**src/rtl/intc_pkg.sv**
```systemverilog
`default_nettype none
// ============================================================================
// Module   : intc_pkg
// Purpose  : Shared definitions for the interrupt controller: register byte
//            addresses, FSM state encoding and the STATUS state-code helper.
// Ports    : none (package)
// Revision : 1.0 - initial release
// ============================================================================
package intc_pkg;

  localparam logic [15:0] C_ADDR_PENDING  = 16'h0000;
  localparam logic [15:0] C_ADDR_ENABLE   = 16'h0004;
  localparam logic [15:0] C_ADDR_CLAIM    = 16'h0008;
  localparam logic [15:0] C_ADDR_EOI      = 16'h000C;
  localparam logic [15:0] C_ADDR_STATUS   = 16'h0010;
  localparam logic [15:0] C_ADDR_SERVICED = 16'h0014;

  typedef enum logic [2:0] {
    ST_IDLE    = 3'd0,
    ST_ASSERT  = 3'd1,
    ST_SERVICE = 3'd2,
    ST_ACK     = 3'd3,
    ST_HOLD    = 3'd4
  } state_t;

  // STATUS only has two bits for the state; HOLD (4) is folded onto 3.
  function automatic logic [1:0] status_code(state_t s);
    logic [2:0] v;
    v = s;
    return (s == ST_HOLD) ? 2'd3 : v[1:0];
  endfunction

endpackage
`default_nettype wire

```
**src/rtl/intc_priority_encoder.sv**
```systemverilog
`default_nettype none
// ============================================================================
// Module   : intc_priority_encoder
// Purpose  : Fixed-priority selector; the lowest-index active request wins.
// Ports    : req   - request vector (NUM_IRQ bits)
//            valid - at least one request active
//            id    - index of the winning request (0 when none)
// Revision : 1.0 - initial release
// ============================================================================
module intc_priority_encoder
  import intc_pkg::*;
#(
  parameter int NUM_IRQ = 4,
  parameter int ID_W    = 2
) (
  input  logic [NUM_IRQ-1:0] req,
  output logic               valid,
  output logic [ID_W-1:0]    id
);

  // Scan from the top down so the last hit is the lowest index.
  always_comb begin
    valid = 1'b0;
    id    = '0;
    for (int i = NUM_IRQ - 1; i >= 0; i--) begin
      if (req[i]) begin
        valid = 1'b1;
        id    = ID_W'(i);
      end
    end
  end

endmodule
`default_nettype wire

```
**src/rtl/interrupt_controller.sv**
```systemverilog
`default_nettype none
// ============================================================================
// Module   : interrupt_controller
// Purpose  : Level-sensitive interrupt controller with claim/EOI handshake,
//            one-hot acknowledge pulse and a serviced-interrupt counter.
// Ports    : clk, reset_n            - clock, async active-low reset
//            addr, data_in           - register byte address / write data
//            write_enable/read_enable- bus strobes (read wins)
//            data_out, ready         - registered read data, always ready
//            irq_in, irq_ack         - source requests / ack pulses
//            cpu_irq, cpu_irq_id     - request to CPU and its source ID
// Revision : 1.0 - initial release
// ============================================================================
module interrupt_controller
  import intc_pkg::*;
#(
  parameter int NUM_IRQ = 4,
  parameter int ID_W    = 2
) (
  input  logic               clk,
  input  logic               reset_n,
  input  logic [15:0]        addr,
  input  logic [31:0]        data_in,
  output logic [31:0]        data_out,
  input  logic               write_enable,
  input  logic               read_enable,
  output logic               ready,
  input  logic [NUM_IRQ-1:0] irq_in,
  output logic [NUM_IRQ-1:0] irq_ack,
  output logic               cpu_irq,
  output logic [ID_W-1:0]    cpu_irq_id
);

  logic [NUM_IRQ-1:0] r_pending;
  logic [NUM_IRQ-1:0] r_enable;
  state_t             r_state;
  logic [ID_W-1:0]    r_cur_id;
  logic [15:0]        r_serviced;

  logic [NUM_IRQ-1:0] w_eff;
  logic               w_sel_valid;
  logic [ID_W-1:0]    w_sel_id;
  logic               w_wr;
  logic               w_claim_rd;
  logic               w_eoi_hit;
  logic               w_cur_req;
  logic [31:0]        w_rdata;
  logic               w_unused;

  // A simultaneous read suppresses the write.
  assign w_wr       = write_enable & ~read_enable;
  assign w_eff      = r_pending & r_enable;
  assign w_claim_rd = read_enable && (addr == C_ADDR_CLAIM);
  assign w_eoi_hit  = w_wr && (addr == C_ADDR_EOI) && (data_in[ID_W-1:0] == r_cur_id);
  assign w_cur_req  = w_eff[r_cur_id];
  assign w_unused   = ^data_in[31:NUM_IRQ];

  assign ready      = 1'b1;
  assign cpu_irq_id = r_cur_id;

  intc_priority_encoder #(
    .NUM_IRQ (NUM_IRQ),
    .ID_W    (ID_W)
  ) u_prio (
    .req   (w_eff),
    .valid (w_sel_valid),
    .id    (w_sel_id)
  );

  always_comb begin
    w_rdata = 32'h0;
    case (addr)
      C_ADDR_PENDING:  w_rdata = 32'(r_pending);
      C_ADDR_ENABLE:   w_rdata = 32'(r_enable);
      C_ADDR_CLAIM:    w_rdata = (r_state == ST_ASSERT) ? {1'b1, 31'(r_cur_id)} : 32'h0;
      C_ADDR_STATUS:   w_rdata = {16'h0, 8'(r_cur_id), 6'h0, status_code(r_state)};
      C_ADDR_SERVICED: w_rdata = {16'h0, r_serviced};
      default:         w_rdata = 32'h0;
    endcase
  end

  // Source sampling, enable register and read data.
  always_ff @(posedge clk or negedge reset_n) begin
    if (!reset_n) begin
      r_pending <= '0;
      r_enable  <= NUM_IRQ'(1);
      data_out  <= 32'h0;
    end else begin
      r_pending <= irq_in;
      if (w_wr && (addr == C_ADDR_ENABLE)) begin
        r_enable <= data_in[NUM_IRQ-1:0];
      end
      if (read_enable) begin
        data_out <= w_rdata;
      end
    end
  end

  // Service FSM with registered cpu_irq / irq_ack.
  always_ff @(posedge clk or negedge reset_n) begin
    if (!reset_n) begin
      r_state    <= ST_IDLE;
      r_cur_id   <= '0;
      r_serviced <= 16'h0;
      cpu_irq    <= 1'b0;
      irq_ack    <= '0;
    end else begin
      cpu_irq <= 1'b0;
      irq_ack <= '0;
      case (r_state)
        ST_IDLE: begin
          if (w_sel_valid) begin
            r_cur_id <= w_sel_id;
            cpu_irq  <= 1'b1;
            r_state  <= ST_ASSERT;
          end
        end
        ST_ASSERT: begin
          // A claim takes priority over a same-cycle request drop.
          if (w_claim_rd) begin
            r_state <= ST_SERVICE;
          end else if (!w_cur_req) begin
            r_state <= ST_IDLE;
          end else begin
            cpu_irq <= 1'b1;
          end
        end
        ST_SERVICE: begin
          if (w_eoi_hit) begin
            irq_ack <= NUM_IRQ'(1) << r_cur_id;
            r_state <= ST_ACK;
          end
        end
        ST_ACK: begin
          r_serviced <= r_serviced + 16'd1;
          r_state    <= ST_HOLD;
        end
        // One dead cycle lets the source's cleared level reach r_pending.
        ST_HOLD: r_state <= ST_IDLE;
        default: r_state <= ST_IDLE;
      endcase
    end
  end

endmodule
`default_nettype wire

```
**config.mk**
```make
export PLATFORM = sky130hd
export DESIGN_NAME = interrupt_controller
export DESIGN_NICKNAME = d
export VERILOG_FILES = /design/src/rtl/intc_pkg.sv /design/src/rtl/intc_priority_encoder.sv /design/src/rtl/interrupt_controller.sv
export SDC_FILE = /design/constraint.sdc
export NUM_CORES = 1
export LEC_CHECK = 0
export BUFFER_PORTS_ARGS = -buffer_cell sky130_fd_sc_hd__buf_2
export CORE_ASPECT_RATIO = 0.9
export CORE_MARGIN = 3
export CORE_UTILIZATION = 40
export CTS_CLUSTER_SIZE = 8
export DETAILED_ROUTE_END_ITERATION = 8
export GPL_TIMING_DRIVEN = 0
export PLACE_DENSITY_LB_ADDON = 0.05
export SETUP_SLACK_MARGIN = 0.5
export SYNTH_ARGS = -nofsm -noshare
export SYNTH_HDL_FRONTEND = slang
export SYNTH_HIERARCHICAL = 1
export SYNTH_SLANG_ARGS = --single-unit
export TNS_END_PERCENT = 50
```
**constraint.sdc**
```tcl
create_clock -name clk -period 1.46 [get_ports clk]
set_input_delay 0.438 -clock clk [delete_from_list [all_inputs] [get_ports clk]]
set_output_delay 0.438 -clock clk [all_outputs]
set_load 0.01 [all_outputs]
```
Word level (Yosys, flattened, before mapping) --
Index checks and enable logic that the tools add are counted.
Word-level totals: word-level logic and storage cells 59, output and inout bits 40, input port bits 56, register bits after elaboration 66
Operators by class: magnitude comparators 1, bitwise gates (word level) 3, add/sub/neg operators 1, shift-type cells 1, multiplexer cells 24, reductions and logical operators 8, equality and inequality tests 13
Operators with widths (number):
- 32-bit case mux with 5 select lines | 1
- 16-bit by 4-bit == test with 1-bit output, second input constant | 2
- 16-bit by 5-bit == test with 1-bit output, second input constant | 2
- 32-bit two-way mux | 1
- 16-bit by 1-bit adder with 16-bit output, second input constant | 1
- 16-bit by 3-bit == test with 1-bit output, second input constant | 1
- 16-bit logical NOT | 1
- 3-bit two-way mux | 4
- 3-bit case mux with 4 select lines | 1
- 2-bit two-way mux | 5
- 1-bit two-way mux | 8
- 4-bit two-way mux | 2
- 3-bit by 2-bit == test with 1-bit output, second input constant | 2
- 4-bit AND | 1
- 1-bit logical AND | 4
- 1-bit by 2-bit << shifter with 4-bit output, first input constant | 1
- 3-bit by 1-bit == test with 1-bit output, second input constant | 1
- 3-bit == test, second input constant | 1
- 3-bit logical NOT | 1
- 2-bit by 3-bit < comparator with 1-bit output, second input constant | 1
- 3-bit != test, second input constant | 1
- 3-bit AND reduction | 1
- 1-bit binary-select mux with 2-bit select | 1
- 2-bit == test | 1
- other kinds (6) | 6

Longest topological paths before layout --
Gate-level depths: netlist (run 1).
depth after elaboration 7, mapped depth 6, depth with buffers taken out 6

Modules after synthesis --
The synthesis (run 1) kept the hierarchy.
By module, submodules not included:
- interrupt_controller | cells an instance 239, sequential area each 1277.5 um^2, area an instance 2486.1 um^2, times used 1
- intc_priority_encoder | cells an instance 7, sequential area each 0.0 um^2, area an instance 35.0 um^2, times used 1

Least setup slack after synthesis (run 1) --
No wires, ideal clock.
path type input to register, from input port addr[13], to register r_enable[1], data arrival time 1.596 ns, library setup time 0.125 ns, path buffers 0, path slack -0.261 ns, required time 1.335 ns, stages 4, cells stage by stage nor4_1 > nand4_1 > nor3_4 > mux2_2
Between the ends: cells in the longest elaborated chain, start to end 2
Ends and longest elaborated chain:
- from (decl) | RTL line interrupt_controller.sv:22 | input logic [15:0] addr,
- 16-bit by 3-bit == test with 1-bit output | RTL line interrupt_controller.sv:90 | if (w_wr && (addr == C_ADDR_ENABLE)) begin
- 1-bit logical AND | RTL line interrupt_controller.sv:90
- to (signal assigned) | RTL line interrupt_controller.sv:91 | r_enable <= data_in[NUM_IRQ-1:0];
- to (decl) | RTL line interrupt_controller.sv:35 | logic [NUM_IRQ-1:0] r_enable;
No other way between the ends. A chain may end at the register's enable or synchronous reset.

Final worst setup path (run 1) --
from register r_cur_id[1], in the netlist cpu_irq_id[1], to output port cpu_irq_id[1]
RTL lines:
- from (decl) | RTL line interrupt_controller.sv:37 | logic [ID_W-1:0] r_cur_id;
- from (signal assigned) | RTL line interrupt_controller.sv:113 | r_cur_id <= w_sel_id;
- to (decl) | RTL line interrupt_controller.sv:31 | output logic [ID_W-1:0] cpu_irq_id
No word-level cell between the ends.

==> impl_metrics.tcl, run 1 <==
set metrics [dict create \
    crit_cells 1 \
    dieWidth_um 89.7 \
    syn_area_mm2 0.00252 \
    placed_area_mm2 0.00300 \
    drt-total-wl_um 6330 \
    pre_cts_ws_ns -0.456 \
    crit_slowest_cell "dfrtp_1" \
    finalSetupTns_ns -0.154 \
    crit_buf_inv 1 \
    drt_iter0_drc 106 \
    synth_cell_type_count 38 \
    ys_ff_latch 51 \
    tightest_slew_ns 0.714 \
    maxSlewViolCount 0 \
    arrival_ns 1.08 \
    r2r-end "r_serviced[11]" \
    stdcell_count 445 \
    power-per-cell-area_mw_per_mm2 677 \
    critPathMaxStageDelay_ns 0.58 \
    status "finished, violations left" \
    nets 417 \
    switching_power_uw 618 \
    firstDrtPassIters 4 \
    synth_area_per_cell_um2 10.2 \
    max_cap_violations 0 \
    grt.total_usage_pct 18.0 \
    p_int_mw 2.03 \
    reg2reg_from "r_state[2]" \
    crit_chain "buf_2" \
    fin_worst_skew_ns 0.0133 \
    failed_checks "negative setup slack" \
    vias 2114 \
    total_power_mw 2.65 \
    r2r_slack_ns -0.04 \
    async_flop_share_pct 100 \
    vias_per_cell 4.75 \
    crit_start "cpu_irq_id[1]" \
    grt_start_max_net_pins 52 \
    rsz0062_at_grt "yes" \
    syn2layout_area_growth_pct 55.3 \
    start_util_pct 42.8 \
    cts_root_buf "clkbuf_8" \
    cts_hold_buf 0 \
    worstSkewPairLatency_ns 0.30 \
    period_share_pct 104 \
    place.gp.congestion 0.797 \
    grt_overflow_total 0 \
    ant_nets 0 \
    core_area_mm2 0.00589 \
    cts_buffers 5 \
    cp_max_fo 7 \
    fill_cells 488 \
    synthCells 246 \
    timing_worst_setup_path_type "register to output port" \
    grt_pass1_wl_um 10100 \
    irDropWorstVdd_mv 0.453 \
    ios 96 \
    antenna_found_initial 0 \
    h-tree-depth 2 \
    required_ns 1.02 \
    holdCritPathClass "input port to async pin" \
    fmax_ghz 0.657 \
    clk_pin_slew_ns 0.10 \
    cts_tree "done" \
    drc_errors 0 \
    ys_seq_area_share_pct 50.7 \
    synth_top_flop_cell "dfrtp_1" \
    worst_hold_slack_ns 0.194 \
    max_slew_margin_pct 52.4 \
    diodes 0 \
    crit_end "cpu_irq_id[1]" \
    dp_cells 394 \
    ys_warn_count 6 \
    crit_path_start_kind "register" \
    numPortBuffers 50 \
    hold_viol_final 0 \
    power_frac_comb_pct 8.8 \
    path_delay_family "flip-flops" \
    wire_per_inst_um 14.2 \
    cts_sinks 51 \
    setup_viol 5 \
    worstRegToRegCells 5 \
    p_leak_nw 1.88 \
    worstSetupEndpointType "output port" \
    period_needed_ns 1.52 \
    fin_util_pct 66.5 \
    final_cell_area_mm2 0.00392 \
    clockPowerShare_pct 37.4 \
    layout-drive-gt1-share_pct 54.6 \
    die_height_um 81.3 \
    dpl.hpwl_um 4020 \
    clockBufferDepth 2 \
    switching_share_pct 23.3 \
    synth-edff-count 0 \
    seqPwrFrac_pct 53.8 \
    rows 26 \
    dieArea_mm2 0.00729 \
    grt_pass1_vias 2049 \
    finalWorstSetupSlack_ns -0.0613 \
]
-- placed cells by master (no fill, tap or decap), drive strengths merged, types with 2 or more instances in the layout --
cell	count
o21ai	11
mux2	5
nor4	4
nand2	19
and2	4
clkinv	2
dfrtp	50
and4	3
nand3	9
and3	4
mux2i	6
o2bb2ai	2
nor3	12
xnor2	9
buf	114
nor2	11
inv	20
nand4b	3
o22ai	12
nor4b	3
clkbuf	11
xor2	8
conb	16
nand3b	2
nand4	6
o32a	2
nand2b	4
-- state kept, by name (all words and copies together) (netlist names) --
register	flops
cpu_irq	1
cpu_irq_id	2
r_serviced	16
irq_ack	4
r_enable	4
data_out	17
r_pending	4
r_state	3
-- worst min-delay path by stage --
stage	endpoint	slack [ns]	startpoint
global route	r_pending[1]	0.22	irq_in[1]
floorplan	cpu_irq	0.14	reset_n
CTS	r_pending[1]	0.22	irq_in[1]
detailed placement	r_serviced[15]	0.46	r_serviced[15]
finish	irq_ack[1]	0.19	reset_n
global placement	r_serviced[15]	0.46	r_serviced[15]
-- Yosys cell counts (all sizes together) (4+ instances only) --
| cell | instances | area, um2 |
|---|---|---|
| dfrtp | 50 | 1250 |
| buf | 22 | 155 |
| inv | 20 | 75.1 |
| nand2 | 19 | 71.3 |
| nor3 | 12 | 71.3 |
| o22ai | 12 | 75.1 |
| nor2 | 11 | 41.3 |
| o21ai | 11 | 55.1 |
| nand3 | 9 | 45.0 |
| xnor2 | 9 | 78.8 |
| xor2 | 8 | 70.1 |
| mux2i | 6 | 60.1 |
| nand4 | 6 | 52.6 |
| clkbuf | 5 | 18.8 |
| mux2 | 5 | 56.3 |
| and2 | 4 | 25.0 |
| and3 | 4 | 25.0 |
| nand2b | 4 | 25.0 |
| nor4 | 4 | 31.3 |
-- per-layer routing --
| layer | up-vias | wire (um) | GRT usage, % | share of wire (%) |
|---|---|---|---|---|
| li1 | 1042 | - | - | - |
| met1 | 1026 | 3000 | 25.4 | 47 |
| met2 | 44 | 3060 | 29.1 | 48 |
| met3 | 2 | 236 | 3.14 | 3.7 |
| met4 | 0 | 25 | 3.72 | 0.40 |
| met5 | - | 0 | 0 | 0 |
-- area by class of cell --
type	count	area [um2]	area share (%)
flip-flops and latches	51	1280	32.7
multi-input cells	162	1460	37.2
clock buffers	5	68.8	1.76
repair buffers	93	667	17.0
inverters	20	75.1	1.92
clock inverters	3	43.8	1.12
plain buffers	27	218	5.56
well taps	84	105	2.68
-- cells by family after synthesis --
logic type                 after synthesis  synth area share (%)
other                                    2                 0.298
and+or+nand+nor                         87                  20.0
adders and majority gates                1                 0.496
xor gates and xnor gates                17                  5.91
muxes                                   12                  5.51
AOI/OAI and AO/OA                       29                  7.30
DFF                                     51                  50.7
buffers and inverters                   47                  9.88
-- power groups by stage --
stage               Clock [mW]  Combinational, mW  Sequential, mW
detailed placement           0              0.203            1.45
finish                   0.992              0.233            1.43
global route              1.10              0.260            1.43
floorplan                    0              0.104            1.45
global placement             0              0.202            1.45
CTS                       1.02              0.228            1.43
-- timing repair --
| action | in CTS | in global routing |
|---|---|---|
| buffers inserted | 32 | 10 |
| endpoints found under the setup margin | 120 | 121 |
| pin swaps | 34 | 19 |
| cloned | 1 | 0 |
| resized for setup | 75 | 37 |
Power figures use the tool's default switching activity.
==> run 2, diff against run 1 <==
Settings changed: SYNTH_HIERARCHICAL 1 to not set.
==> run 2 against run 1 <==
Against the previous run:
- the flow still finishes with violations (negative setup slack)
- hold slack got worse by 0.054 ns
- critical path type is now input port to register
- via count rose by 8.3%
- flip-flop and latch count did not move
- global-route usage rose by 0.36 points
- clock power barely moved
- final cell count rose by 0.45%
- critical path depth rose by 5
- power rose by 2.4%
- register-to-register slack got worse by 0.12 ns
- largest power group unchanged
- clock skew fell by 0.0055 ns
- first-iteration DRC count rose by 9.4%
- synthesized area rose by 2.9%
==> impl_metrics.tcl, run 2 <==
set metrics [dict create \
    status "finished, violations left" \
    failed_checks "negative setup slack" \
    synth.most_common_cell "dfrtp_1" \
    setup_viol 36 \
    grt_pass1_vias 2138 \
    core_area_mm2 0.00622 \
    top_regs "data_out x17, r_serviced x16" \
    regMostFlops "data_out" \
    cp_max_fo 4 \
    vias 2289 \
    timing_worst_setup_path_type "input port to register" \
    synth-edff-count 0 \
    drt_iter0_drc 116 \
    power-per-cell-area_mw_per_mm2 700 \
    switching_power_uw 653 \
    grt_pass1_wl_um 10800 \
    hold_viol_final 0 \
    dieWidth_um 90.9 \
    h-tree-depth 2 \
    cts_tree "done" \
    fill_cells 535 \
    grt_overflow_total 0 \
    netlist.area_leader.share_pct 48.2 \
    critPathMaxStageDelay_ns 0.57 \
    grt.total_usage_pct 18.4 \
    finalWorstSetupSlack_ns -0.234 \
    max_cap_violations 0 \
    worstSetupEndpointType "register" \
    ys_ff_latch 51 \
    ys_warn_count 0 \
    start_util_pct 41.7 \
    antenna_found_initial 0 \
    placed_area_mm2 0.00303 \
    clk_pin_slew_ns 0.10 \
    crit_buf_inv 2 \
    drt-total-wl_um 6900 \
    synth_cell_type_count 47 \
    synth.largest_area_cell "dfrtp_1" \
    diodes 0 \
    vias_per_cell 5.12 \
    final_cell_area_mm2 0.00388 \
    period_needed_ns 1.69 \
    crit_cells 6 \
    required_ns 1.66 \
    worstRegToRegCells 5 \
    worstSkewPairLatency_ns 0.31 \
    rows 27 \
    cts_hold_buf 0 \
    clockBufferDepth 2 \
    fmax_ghz 0.590 \
    ys_seq_area_share_pct 49.3 \
    multi_input_area_mm2 0.00143 \
    largest_reg_flops 17 \
    syn_area_mm2 0.00259 \
    die_height_um 82.4 \
    cts_root_buf "clkbuf_8" \
    syn2layout_area_growth_pct 49.6 \
    place.gp.congestion 0.842 \
    async_flop_share_pct 100 \
    path_delay_family "simple AND/OR/NAND/NOR gates" \
    switching_share_pct 24.1 \
    max_slew_margin_pct 58.2 \
    arrival_ns 1.89 \
    crit_path_start_kind "input port" \
    irDropWorstVdd_mv 0.521 \
    layout_common_cells "45 x dfrtp_1, 42 x buf_2, 40 x buf_4" \
    maxSlewViolCount 0 \
    regArea_mm2 0.00128 \
    p_int_mw 2.06 \
    synth_common_cells "50 x dfrtp_1, 21 x nand4_1, 18 x inv_1" \
    p_leak_nw 1.84 \
    worst_hold_slack_ns 0.140 \
    clockPowerShare_pct 37.7 \
    dpl.hpwl_um 4570 \
    fin_worst_skew_ns 0.00782 \
    crit_chain "buf_8, or4_4, nor2_4, nor4b_4, buf_6, mux2_4" \
    synth_area_per_cell_um2 10.3 \
    numPortBuffers 51 \
    power_frac_comb_pct 9.4 \
    holdCritPathClass "input port to async pin" \
    seqPwrFrac_pct 52.9 \
    ios 96 \
    total_power_mw 2.72 \
    ant_nets 0 \
    dieArea_mm2 0.00749 \
    synth_top_flop_cell "dfrtp_1" \
    firstDrtPassIters 4 \
    wire_per_inst_um 15.4 \
    cts_sinks 51 \
    mostFrequentLayoutCell "dfrtp_1" \
    period_share_pct 116 \
    layout-drive-gt1-share_pct 49.2 \
    tightest_slew_ns 0.627 \
    crit_slowest_cell "or4_4" \
    cts_buffers 5 \
    synth_area_leaders "dfrtp_1 48%, nand4_1 5.1%, xnor2_1 4.7%" \
    nets 416 \
    rsz0062_at_grt "yes" \
    grt_start_max_net_pins 52 \
    synthCells 252 \
    drc_errors 0 \
]
run 2: cell types whose count changed in the layout (fill, tap and decap cells not counted), sizes merged, moves of 5 or more:
cell and delta:
o21ai +5, nor3 -5, o22ai -10, nor2 -5, xor2 -5, buf -6
a21oi +6, nand4 +15, nand3 -5, xnor2 +5, mux2i -5
run 2: what timing repair did:
action,4_1_cts,5_1_grt
resized for setup,84,40
setup endpoints to repair,121,70
buffers inserted,24,10
pin swaps,35,25
gates cloned,1,0
run 2: metrics by stage:
step                      utilization, %  worst slack (ns)  cells  TNS [ns]
after floorplan                        -            -0.429    266     -6.29
after global placement              48.7            -0.708    404    -18.32
after detailed placement            48.7            -0.704    404    -18.85
after CTS                           58.5            -0.214    437     -3.12
after global routing                62.4            -0.264    447     -5.54
final                               62.4            -0.234    447     -4.11
run 2: area by class of cell:
cell class	instances	area share [%]
inverters	18	1.74
well taps	87	2.81
repair buffers	86	16.5
clock buffers	5	1.77
plain buffers	29	5.97
flip-flops and latches	51	33.1
clock inverters	3	1.23
multi-input cells	168	36.9
run 2: power by group through the flow:
stage | Sequential [mW] | Combinational [mW] | Clock (mW)
after floorplan | 1.46 | 0.0947 | 0
after global placement | 1.46 | 0.195 | 0
after detailed placement | 1.46 | 0.198 | 0
after CTS | 1.43 | 0.239 | 1.06
after global routing | 1.44 | 0.281 | 1.11
final | 1.44 | 0.255 | 1.02
run 2: worst paths after layout:
check / start / to / slack [ns]
min in group clk: irq_in[2] / r_pending[2] / 0.23
max in group asynchronous: reset_n / r_serviced[4] / 0.86
min reg2reg: r_serviced[15] / r_serviced[15] / 0.48
max: addr[14] / r_enable[2] / -0.23
min: reset_n / data_out[6] / 0.14
max reg2reg: cpu_irq_id[1] / r_state[0] / -0.16
run 2: metal layers:
layer  vias to the layer above  part of all wire, %  global-route usage, %
met5                         -                    0                      0
met2                        68                   47                   28.9
met1                      1110                   47                   26.6
met4                         0                 0.80                   3.77
li1                       1105                    -                      -
met3                         6                  5.3                   3.80
run 2: logic make-up after synthesis:
| kind of cell | count (synthesis) | synth area share, % |
|---|---|---|
| AOI/OAI and AO/OA | 41 | 10.4 |
| xor gates and xnor gates | 17 | 5.74 |
| adders and majority gates | 1 | 0.482 |
| buffers and inverters | 47 | 9.21 |
| DFF | 51 | 49.3 |
| muxes | 6 | 2.99 |
| other | 2 | 0.290 |
| and+or+nand+nor | 87 | 21.6 |
